### config.mk
export PLATFORM = sky130hd
export DESIGN_NAME = wb_stage
export DESIGN_NICKNAME = d
export VERILOG_FILES = /design/src/rtl/wb_stage.sv
export SDC_FILE = /design/constraint.sdc
export NUM_CORES = 1
export LEC_CHECK = 0
export ABC_AREA = 0
export ABC_CLOCK_PERIOD_IN_PS = 2000
export BUFFER_PORTS_ARGS = -buffer_cell sky130_fd_sc_hd__buf_2
export CORE_ASPECT_RATIO = 0.6
export CORE_MARGIN = 3
export CORE_UTILIZATION = 45
export DETAILED_ROUTE_END_ITERATION = 8
export PLACE_DENSITY = 0.77
export REMOVE_ABC_BUFFERS = 1
export SLEW_MARGIN = 5
export SYNTH_ARGS = -nofsm -noshare
export SYNTH_HDL_FRONTEND = slang
export SYNTH_SLANG_ARGS = --single-unit
### constraint.sdc
create_clock -name clk -period 2 [get_ports clk]
set_input_delay 0.2 -clock clk [delete_from_list [all_inputs] [get_ports clk]]
set_output_delay 0.2 -clock clk [all_outputs]
set_load 0.01 [all_outputs]
### src/rtl/wb_stage.sv
// Writeback stage: holds one retiring instruction, waits on load data,
// aligns load results and drives the register file, bypass and trace ports.
module wb_stage (
  input  logic        clk,
  input  logic        rstn,
  input  logic        ms_valid,
  output logic        wb_allowin,
  input  logic [31:0] ms_pc,
  input  logic [4:0]  ms_dest,
  input  logic        ms_rf_we,
  input  logic [31:0] ms_res,
  input  logic        ms_is_load,
  input  logic [2:0]  ms_ld_type,
  input  logic [1:0]  ms_addr_low,
  input  logic [31:0] ms_rt_old,
  input  logic        data_ok,
  input  logic [31:0] data_rdata,
  output logic        rf_wen,
  output logic [4:0]  rf_waddr,
  output logic [31:0] rf_wdata,
  output logic        fwd_valid,
  output logic [4:0]  fwd_dest,
  output logic [31:0] fwd_data,
  output logic        fwd_stall,
  output logic [31:0] debug_wb_pc,
  output logic [3:0]  debug_wb_rf_wen,
  output logic [4:0]  debug_wb_rf_wnum,
  output logic [31:0] debug_wb_rf_wdata,
  output logic [31:0] retired_cnt
);

  typedef struct packed {
    logic        valid;
    logic [31:0] pc;
    logic [4:0]  dest;
    logic        rf_we;
    logic [31:0] res;
    logic        is_load;
    logic [2:0]  ld_type;
    logic [1:0]  addr_low;
    logic [31:0] rt_old;
  } ws_t;

  localparam logic [2:0] LD_LW  = 3'd0;
  localparam logic [2:0] LD_LB  = 3'd1;
  localparam logic [2:0] LD_LBU = 3'd2;
  localparam logic [2:0] LD_LH  = 3'd3;
  localparam logic [2:0] LD_LHU = 3'd4;
  localparam logic [2:0] LD_LWL = 3'd5;
  localparam logic [2:0] LD_LWR = 3'd6;

  ws_t         ws;
  logic        ready_go;
  logic        dest_nz;
  logic [7:0]  bsel;
  logic [15:0] hsel;
  logic [31:0] lwl_val;
  logic [31:0] lwr_val;
  logic [31:0] ld_val;

  assign ready_go   = !ws.is_load || data_ok;
  assign wb_allowin = !ws.valid || ready_go;
  assign dest_nz    = ws.dest != 5'd0;

  always_ff @(posedge clk) begin
    if (!rstn) begin
      ws          <= '0;
      retired_cnt <= '0;
    end else begin
      if (ws.valid && ready_go)
        retired_cnt <= retired_cnt + 32'd1;
      if (wb_allowin)
        ws.valid <= ms_valid;
      if (ms_valid && wb_allowin) begin
        ws.pc       <= ms_pc;
        ws.dest     <= ms_dest;
        ws.rf_we    <= ms_rf_we;
        ws.res      <= ms_res;
        ws.is_load  <= ms_is_load;
        ws.ld_type  <= ms_ld_type;
        ws.addr_low <= ms_addr_low;
        ws.rt_old   <= ms_rt_old;
      end
    end
  end

  // lane selection for sub-word and unaligned loads
  always_comb begin
    bsel    = data_rdata[7:0];
    lwl_val = data_rdata;
    lwr_val = data_rdata;
    unique case (ws.addr_low)
      2'd0: begin
        bsel    = data_rdata[7:0];
        lwl_val = {data_rdata[7:0], ws.rt_old[23:0]};
        lwr_val = data_rdata;
      end
      2'd1: begin
        bsel    = data_rdata[15:8];
        lwl_val = {data_rdata[15:0], ws.rt_old[15:0]};
        lwr_val = {ws.rt_old[31:24], data_rdata[31:8]};
      end
      2'd2: begin
        bsel    = data_rdata[23:16];
        lwl_val = {data_rdata[23:0], ws.rt_old[7:0]};
        lwr_val = {ws.rt_old[31:16], data_rdata[31:16]};
      end
      2'd3: begin
        bsel    = data_rdata[31:24];
        lwl_val = data_rdata;
        lwr_val = {ws.rt_old[31:8], data_rdata[31:24]};
      end
      default: ;
    endcase
    hsel = ws.addr_low[1] ? data_rdata[31:16]
                          : data_rdata[15:0];
  end

  always_comb begin
    ld_val = data_rdata;
    case (ws.ld_type)
      LD_LW:   ld_val = data_rdata;
      LD_LB:   ld_val = {{24{bsel[7]}}, bsel};
      LD_LBU:  ld_val = {24'd0, bsel};
      LD_LH:   ld_val = {{16{hsel[15]}}, hsel};
      LD_LHU:  ld_val = {16'd0, hsel};
      LD_LWL:  ld_val = lwl_val;
      LD_LWR:  ld_val = lwr_val;
      default: ld_val = data_rdata;
    endcase
  end

  assign rf_wdata = ws.is_load ? ld_val : ws.res;
  assign rf_waddr = ws.dest;
  assign rf_wen   = ws.valid && ws.rf_we && ready_go
                    && dest_nz;

  assign fwd_valid = ws.valid && ws.rf_we && dest_nz;
  assign fwd_dest  = fwd_valid ? ws.dest : 5'd0;
  assign fwd_data  = rf_wdata;
  assign fwd_stall = fwd_valid && ws.is_load && !data_ok;

  assign debug_wb_pc       = ws.pc;
  assign debug_wb_rf_wen   = {4{rf_wen}};
  assign debug_wb_rf_wnum  = ws.dest;
  assign debug_wb_rf_wdata = rf_wdata;

endmodule

==> impl_metrics.env <==
export IMPL_status="complete, but fails checks"
export IMPL_violations="negative setup slack"
export IMPL_numClockSinks=141
export IMPL_setup_slack_ns=-0.551
export IMPL_slew_violations=0
export IMPL_grt_max_degree=51
export IMPL_drc=0
export IMPL_drt_vias_per_instance=5.53
export IMPL_ys_warn_count=0
export IMPL_netlist_area_leader_share=0.317
export IMPL_port_buffers=326
export IMPL_grt_usage=0.278
export IMPL_ant_nets=0
export IMPL_postSynthAreaPerCell_um2=7.79
export IMPL_power_per_cell_area_nw_per_um2=652
export IMPL_fillCellCount=1585
export IMPL_num_vias=9441
export IMPL_finalClockSkew_ns=0.00614
export IMPL_hold_viol=0
export IMPL_ys_ff_latch=141
export IMPL_clk_latency_ns=0.43
export IMPL_synth_main_ff_cell="dfxtp_1"
export IMPL_grt_ovfl_total=0
export IMPL_worstSetupPathType="reg -> out"
export IMPL_rsz0062_at_grt="yes"
export IMPL_period_share=1.28
export IMPL_async_flop_share=0
export IMPL_crit_slowest_cell="dfxtp_4"
export IMPL_num_io_pins=327
export IMPL_netlist_area_um2=8900
export IMPL_finalSetupViolCount=103
export IMPL_slowest_delay_ns=0.40
export IMPL_crit_required_ns=1.80
export IMPL_slew_headroom=0.688
export IMPL_syn_inst=1143
export IMPL_worstMarginPinSlew_ns=0.468
export IMPL_antenna_found_initial=4
export IMPL_num_rows=39
export IMPL_drive_above_1_share=0.436
export IMPL_total_power_mw=8.22
export IMPL_register_area_um2=2850
export IMPL_fin_nets=1571
export IMPL_first_pass_iters=8
export IMPL_min_to="debug_wb_rf_wnum[2]"
export IMPL_cp_arrival_ns=2.35
export IMPL_multiInputGateArea_um2=5600
export IMPL_path_clk_slew_ns=0.06
export IMPL_crit_reg2reg_launch="ws[37]"
export IMPL_synth_area_leaders="dfxtp_1, buf_4, nand2_1"
export IMPL_max_freq_ghz=0.392
export IMPL_max_clock_path_buffers=2
export IMPL_synth_most_common_cell="nand2_1"
export IMPL_peakVddDrop_mv=0.568
export IMPL_grt_pass1_vias=8840
export IMPL_synth_common_cells="nand2_1, dfxtp_1, buf_4"
export IMPL_root_buffer="clkbuf_16"
export IMPL_reg2reg_depth=6
export IMPL_p_leak_nw=5.48
export IMPL_r2r_slack_ns=0.18
export IMPL_synth_cell_type_count=54
export IMPL_cts_tree="yes"
export IMPL_hold_depth=3
export IMPL_start_util=0.463
export IMPL_coreArea_um2=19200
export IMPL_fp_dieW_um=188
export IMPL_timing_rr_end="retired_cnt[31]"
export IMPL_crit_path_cell_trace="mux2i_2 -> nand2b_4 -> o311ai_4 -> buf_6 -> nor2_4 -> a21oi_1 -> buf_4 -> buf_2"
export IMPL_htreeDepth=4
export IMPL_dp_hpwl_um=22000
export IMPL_wl_per_cell_um=18.9
export IMPL_cap_violations=0
export IMPL_hold_path_class="in -> reg"
export IMPL_start_kind="register"
export IMPL_totalWireLength_um=32200
export IMPL_hold_start="ms_dest[2]"
export IMPL_period_needed_ns=2.55
export IMPL_synth_edf_count=0
export IMPL_yosysTopAreaCell="dfxtp_1"
export IMPL_ys_seq_area_frac=0.317
export IMPL_fp_dieH_um=115
export IMPL_area_growth_pct=41.7
export IMPL_numCtsBuffers=17
export IMPL_drt_iter0_drc=668
export IMPL_grt_pass1_wl_um=47700
export IMPL_cp_max_fo=7
export IMPL_endpoint_kind="output pin"
export IMPL_gp_congestion=0.911
export IMPL_tns_ns=-43.17
export IMPL_die_area_um2=21600
-- power by group --
part           total [mW]  internal (mW)  switching [mW]
Sequential           3.04           2.94           0.101
Clock                2.95           1.62            1.33
Combinational        2.24           1.06            1.18
Total                8.22           5.61            2.61
-- worst max-delay path: cells and delay by family, from the launching register on --
family                 cells  cell delay [ns]
and+or+nand+nor            2             0.50
buffers and inverters      3             0.47
DFF                        1             0.40
muxes                      1             0.28
AOI/OAI and AO/OA          2             0.25
-- sequential cells by signal, indices dropped and copies added, names as in the netlist --
signal / count
ws: 72
debug_wb_pc: 32
retired_cnt: 32
debug_wb_rf_wnum: 5
-- area by class of cell --
cell class,count,share of cell area
multi-input cells,797,0.444
repair buffers,461,0.259
flip-flops and latches,141,0.226
clock buffers,19,0.0351
well taps,266,0.0264
clock inverters,13,0.00734
inverters,8,0.00238
diodes,2,0.000397
-- cell families after synthesis --
| kind of cell | Yosys count | share of synthesized area |
|---|---|---|
| buffers and inverters | 205 | 0.141 |
| xor gates and xnor gates | 27 | 0.0266 |
| and+or+nand+nor | 417 | 0.209 |
| muxes | 74 | 0.0854 |
| AOI/OAI and AO/OA | 278 | 0.220 |
| DFF | 141 | 0.317 |
| adders and majority gates | 1 | 0.00140 |
-- what timing repair did --
action                                  CTS  global route
endpoints found under the setup margin  103           104
buffers inserted                         20             8
hold buffers                             11             0
cloned                                    4             1
endpoints found under the hold margin    11             0
pin swaps                                34            37
resized for setup                       148           103
-- through the flow --
| step | instance area (µm²) | setup slack (ns) | hold WS (ns) | utilization | std cells |
|---|---|---|---|---|---|
| 6_report | 12600 | -0.551 | 0.0126 | 0.656 | 1707 |
| 5_1_grt | 12600 | -0.621 | 0.00706 | 0.656 | 1707 |
| 4_1_cts | 12100 | -0.484 | 0.00140 | 0.630 | 1697 |
| 3_5_place_dp | 10500 | -0.671 | 0.445 | 0.546 | 1630 |
| 3_3_place_gp | 10500 | -0.499 | 0.439 | 0.546 | 1630 |
| 2_1_floorplan | 7680 | -2.05 | 0.289 | - | 946 |
-- cell usage in the layout (no fill, tap or decap), types with 14 or more instances in the layout --
cell | Yosys | layout
a21oi_1 | 36 | 23
nand2_1 | 232 | 229
dfxtp_1 | 141 | 132
buf_12 | 0 | 17
buf_2 | 37 | 293
clkbuf_16 | 0 | 18
o22ai_1 | 14 | 14
buf_6 | 0 | 48
buf_4 | 117 | 85
a21boi_0 | 107 | 106
nor2_1 | 73 | 64
o21ai_0 | 43 | 21
mux2i_4 | 0 | 20
xnor2_1 | 24 | 24
mux2i_1 | 58 | 34
and2_1 | 30 | 27
-- metal layers --
metal,wire [µm],track usage
met4,705,0.0774
met1,13400,0.357
met5,32,0
met3,2780,0.0743
met2,15300,0.466
-- how the worst max path moves through the flow --
stage	startpoint	to	slack, ns	cells past startpoint
finish	ws[33]	fwd_data[17]	-0.55	8
global route	ws[32]	rf_wdata[26]	-0.62	9
CTS	ws[32]	rf_wdata[22]	-0.48	8
detailed placement	ws[32]	rf_wdata[14]	-0.67	7
global placement	ws[32]	rf_wdata[14]	-0.50	7
floorplan	ws[37]	debug_wb_pc[10]	-2.05	5
(Power assumes the default switching activity.)
